===== src/rtl/alu_arbiter.sv =====
// alu_arbiter: shares one ALU between the execute stage and the aux unit.
// Optional build macro: P32_ALU_ARB_RR_EN selects round-robin arbitration.

`timescale 1ns/1ps

`ifndef WORD_SIZE
`define WORD_SIZE 32
`endif
`ifndef WORD
`define WORD [`WORD_SIZE-1:0]
`endif
`ifndef ALU_OPCODE
`define ALU_OPCODE [4:0]
`endif
`ifndef ALU_OP_THA_WORD
`define ALU_OP_THA_WORD 5'h00
`endif
`ifndef ALU_OP_ADD
`define ALU_OP_ADD 5'h01
`endif
`ifndef ALU_OP_SUB
`define ALU_OP_SUB 5'h02
`endif
`ifndef ALU_OP_AND
`define ALU_OP_AND 5'h03
`endif
`ifndef ALU_OP_MUL
`define ALU_OP_MUL 5'h05
`endif
`ifndef ALU_OP_CMP
`define ALU_OP_CMP 5'h10
`endif
`ifndef ALU_OP_CGE
`define ALU_OP_CGE 5'h11
`endif
`ifndef ALU_OP_CGT
`define ALU_OP_CGT 5'h12
`endif

module alu_arbiter (
  input  logic             clk,
  input  logic             rst,
  input  logic             req0,
  input  logic             req1,
  input  logic `ALU_OPCODE com0,
  input  logic `ALU_OPCODE com1,
  input  logic `WORD       a0,
  input  logic `WORD       a1,
  input  logic `WORD       b0,
  input  logic `WORD       b1,
  output logic             ack0,
  output logic             ack1,
  output logic `WORD       res,
  output logic             flg_c,
  output logic             flg_s,
  output logic             flg_z,
  output logic             busy,
  output logic `ALU_OPCODE alu_com,
  output logic `WORD       alu_in0,
  output logic `WORD       alu_in1,
  input  logic `WORD       alu_out,
  input  logic             alu_carry,
  input  logic             alu_sign,
  input  logic             alu_zero
);

  typedef enum logic [1:0] {
    S_IDLE,
    S_ISSUE,
    S_FLAG,
    S_DONE
  } state_t;

  state_t           r_state;
  state_t           w_next;
  logic             r_gnt;
  logic `ALU_OPCODE r_com;
  logic `WORD       r_a;
  logic `WORD       r_b;
  logic `WORD       r_res;
  logic             r_flg_c;
  logic             r_flg_s;
  logic             r_flg_z;
  logic             w_any;
  logic             w_take;
  logic             w_gnt;
  logic             w_is_cmp;

  assign w_any  = req0 | req1;
  assign w_take = (r_state == S_IDLE) & w_any;

  assign w_is_cmp = (r_com == `ALU_OP_CMP) |
                    (r_com == `ALU_OP_CGE) |
                    (r_com == `ALU_OP_CGT);

`ifdef P32_ALU_ARB_RR_EN
  logic r_pref;

  // Winner: preferred port on contention, else the lone requester
  always_comb begin
    w_gnt = (req0 & req1) ? r_pref : ~req0;
  end

  // Prefer the port that lost the most recent grant
  always_ff @(posedge clk or posedge rst) begin
    if (rst) begin
      r_pref <= 1'b0;
    end else if (w_take) begin
      r_pref <= ~w_gnt;
    end
  end
`else
  // Fixed priority: port 0 wins whenever it asks
  always_comb begin
    w_gnt = ~req0;
  end
`endif

  // State register
  always_ff @(posedge clk or posedge rst) begin
    if (rst) begin
      r_state <= S_IDLE;
    end else begin
      r_state <= w_next;
    end
  end

  // Next state and ALU/handshake outputs; ALU idles on THA_WORD with 0s
  always_comb begin
    w_next  = r_state;
    ack0    = 1'b0;
    ack1    = 1'b0;
    busy    = 1'b1;
    alu_com = `ALU_OP_THA_WORD;
    alu_in0 = '0;
    alu_in1 = '0;
    case (r_state)
      S_IDLE: begin
        busy = 1'b0;
        if (w_any) begin
          w_next = S_ISSUE;
        end
      end
      S_ISSUE: begin
        alu_com = r_com;
        alu_in0 = r_a;
        alu_in1 = r_b;
        w_next  = w_is_cmp ? S_FLAG : S_DONE;
      end
      S_FLAG: begin
        w_next = S_DONE;
      end
      S_DONE: begin
        ack0   = ~r_gnt;
        ack1   = r_gnt;
        w_next = S_IDLE;
      end
      default: begin
        w_next = S_IDLE;
      end
    endcase
  end

  // Latch the winning request so later input changes are ignored
  always_ff @(posedge clk or posedge rst) begin
    if (rst) begin
      r_gnt <= 1'b0;
      r_com <= `ALU_OP_THA_WORD;
      r_a   <= '0;
      r_b   <= '0;
    end else if (w_take) begin
      r_gnt <= w_gnt;
      r_com <= w_gnt ? com1 : com0;
      r_a   <= w_gnt ? a1 : a0;
      r_b   <= w_gnt ? b1 : b0;
    end
  end

  // Result is captured at the end of the issue cycle
  always_ff @(posedge clk or posedge rst) begin
    if (rst) begin
      r_res <= '0;
    end else if (r_state == S_ISSUE) begin
      r_res <= alu_out;
    end
  end

  // ALU flags are registered, so sample them one cycle after issue
  always_ff @(posedge clk or posedge rst) begin
    if (rst) begin
      r_flg_c <= 1'b0;
      r_flg_s <= 1'b0;
      r_flg_z <= 1'b0;
    end else if (r_state == S_FLAG) begin
      r_flg_c <= alu_carry;
      r_flg_s <= alu_sign;
      r_flg_z <= alu_zero;
    end
  end

  assign res   = r_res;
  assign flg_c = r_flg_c;
  assign flg_s = r_flg_s;
  assign flg_z = r_flg_z;

endmodule

===== config.mk =====
export PLATFORM = sky130hd
export DESIGN_NAME = alu_arbiter
export DESIGN_NICKNAME = d
export VERILOG_FILES = /design/src/rtl/alu_arbiter.sv
export SDC_FILE = /design/constraint.sdc
export NUM_CORES = 1
export LEC_CHECK = 0
export CAP_MARGIN = 20
export CORE_MARGIN = 2
export CORE_UTILIZATION = 35
export DETAILED_ROUTE_END_ITERATION = 7
export PLACE_DENSITY = 0.77
export SYNTH_ARGS = -nofsm -noshare
export SYNTH_HDL_FRONTEND = slang
export SYNTH_SLANG_ARGS = --single-unit

===== constraint.sdc =====
create_clock -name clk -period 2.99 [get_ports clk]
set_input_delay 0.4485 -clock clk [delete_from_list [all_inputs] [get_ports clk]]
set_output_delay 0.4485 -clock clk [all_outputs]
set_load 0.01 [all_outputs]

==> qor.yml <==
outcome:
  outcome: "finished clean"
routing:
  wire_per_inst_um: 15.3
  drt_iter0_drc: 153
  routed_wl_um: 14200
  detail-route-antenna-nets: 0
  dr.pass1.iters: 6
  dr_total_vias: 4325
  post_drt_via_cell_ratio: 4.66
  drc: 0
clocking:
  h-tree-depth: 3
  cts_hold_buf: 0
  path_clk_slew_ns: 0.07
  cts_max_path_buffers: 2
  cts_root_buf: "clkbuf_16"
  cts_sinks: 107
  post-cts-setup-buffers: 0
  clk_latency_ns: 0.33
  cts_tree: "done"
  cts_resized: 0
  numCtsBuffers: 9
power_and_ir_drop:
  leakagePower_uw: 0.00365
  max-vdd-ir-drop_mv: 0.424
  power_density_mw_per_mm2: 847
yosys:
  post_synth_num_cell_types: 19
  synth.avg_cell_area_um2: 10.8
  syn-num-nets: 654
  synth_cells: 473
  synth_seq_cells: 107
  netlist_area_mm2: 0.00513
  yosysWarnings: 0
  ys_seq_area_share_pct: 52.2
worst_setup_path:
  cp.required_ns: 2.54
  crit_fanout: 40
  critPathBufInv: 3
  slowest_delay_ns: 0.56
  critPathArrivalTime_ns: 2.18
  critical-path-top-delay-family: "buffers and inverters"
  cp-end-kind: "output pin"
  start_kind: "flip-flop"
  cp_slowest_cell: "clkdlybuf4s50_1"
  path_cells: "inv_1, ha_4, buf_4, and2_1, clkdlybuf4s50_1"
  critical_path_class: "reg -> out"
sta:
  period_needed_ns: 2.63
  finalHoldViolCount: 0
  fmax_ghz: 0.380
  clock_skew_ns: 0.00486
  fin_crit_sh_pct: 88.0
  setup_viol: 0
  grt_setup_unrepaired: "no"
  worst_pin_slew_ns: 0.660
  timing.setup.tns_ns: 0
  whs_ns: 0.473
  maxSlewViolCount: 0
  slew_headroom_pct: 56.0
cells_and_area:
  post-route-util_pct: 58.3
  drive_gt1_share_pct: 8.19
  fillCellCount: 1196
  nets: 922
  area_delta_synth_final_pct: 63.9
  antenna_cells: 0
floorplanning:
  die_area_mm2: 0.0156
  dieWidth_um: 125
  rows: 44
  boundaryPins: 284
  initial_core_util_pct: 35.6
  die_y_um: 125
  core_area_mm2: 0.0144
min_path:
  hp-class: "reg -> reg"
place:
  gp_congestion: 0.772
  io_buffer_count: 283
  place_hpwl_um: 11000
global_route:
  grt.total_usage_pct: 18.2
  grt_pass1_vias: 4532
  grt_pass1_wl_um: 22900
  grt_overflow: 0
  grt_antenna_before_repair: 0
  grt_start_max_net_pins: 108
job:
  drv_cap: 0
## registers in the layout (all words and copies together), names as in the netlist
signal	flops
r_state	2
flg_c	1
r_a	32
flg_z	1
res	32
r_gnt	1
r_com	5
flg_s	1
r_b	32
## cells in the final DEF (no fill, tap or decap), drive strengths merged
cell / instances
or3b: 1
inv: 4
mux2: 35
and2: 70
mux2i: 69
o21ai: 73
nand2: 71
clkinv: 2
clkbuf: 10
ha: 4
a22oi: 1
a211oi: 1
nor2b: 1
o31ai: 1
clkdlybuf4s50: 282
bufinv: 1
clkinvlp: 3
dfrtp: 107
buf: 9
## path summary, 6_finish.rpt
kind,from,to,cells past startpoint,slack [ns]
worst max-delay path,r_state[1],alu_in1[17],5,0.36
worst min-delay path,r_a[25],r_a[25],2,0.47
worst max register to register,r_state[1],res[13],5,1.16
worst min register to register,r_a[25],r_a[25],2,0.47
max in group asynchronous,rst,r_gnt,3,1.91
min in group asynchronous,rst,res[3],3,0.68
## metal layers
layer	wire (um)	global-route usage, %
met2	7260	33.2
met5	0	0
met1	5730	21.3
met3	1040	4.49
met4	185	5.16
## where the power goes
group	switching (uW)	internal (uW)	leakage [uW]	total (uW)
registers	377	2170	0.00130	2550
clock network	498	642	0.000134	1140
logic	1480	1950	0.00222	3430
total	2360	4760	0.00365	7120
## final cells by class
cell class	count	area, um2	area share [%]
flip-flops and latches	107	2680	31.8
repair buffers	291	2930	34.8
clock inverters	5	55.1	0.655
multi-input cells	327	2270	26.9
clock buffers	10	229	2.72
well taps	184	230	2.74
inverters	5	22.5	0.268
## synth_stat cells, drive strengths merged
| cell type | number | area (um2) |
|---|---|---|
| a211oi | 1 | 7.51 |
| a22oi | 1 | 7.51 |
| and2 | 70 | 438 |
| buf | 21 | 130 |
| clkbuf | 13 | 51.3 |
| dfrtp | 107 | 2680 |
| ha | 4 | 50.1 |
| inv | 5 | 18.8 |
| mux2 | 35 | 394 |
| mux2i | 69 | 691 |
| nand2 | 71 | 267 |
| nor2b | 1 | 6.26 |
| o21ai | 73 | 377 |
| o31ai | 1 | 7.51 |
| or3b | 1 | 8.76 |
## cell families after synthesis
family / count (synthesis) / synth area share [%]
mux: 104 / 21.1
simple gates: 143 / 14.0
buf+inv: 39 / 3.90
compound gates: 76 / 7.78
flops: 107 / 52.2
fa+ha+maj: 4 / 0.975
## tightest hold or removal path, stage by stage, from the launching register on
cell     delay, ns
dfrtp_1       0.34
nand2_1       0.04
o21ai_0       0.06
## metrics by stage
step | instance area [um2] | total power, uW | cells | setup slack (ns)
2_1_floorplan | 5130 | 4260 | 473 | 1.25
3_3_place_gp | 8120 | 5930 | 914 | 0.745
3_5_place_dp | 8120 | 6060 | 914 | 0.708
4_1_cts | 8410 | 7230 | 929 | 0.325
5_1_grt | 8410 | 7650 | 929 | 0.229
6_report | 8410 | 7120 | 929 | 0.359
Power figures use the tool's default switching activity.
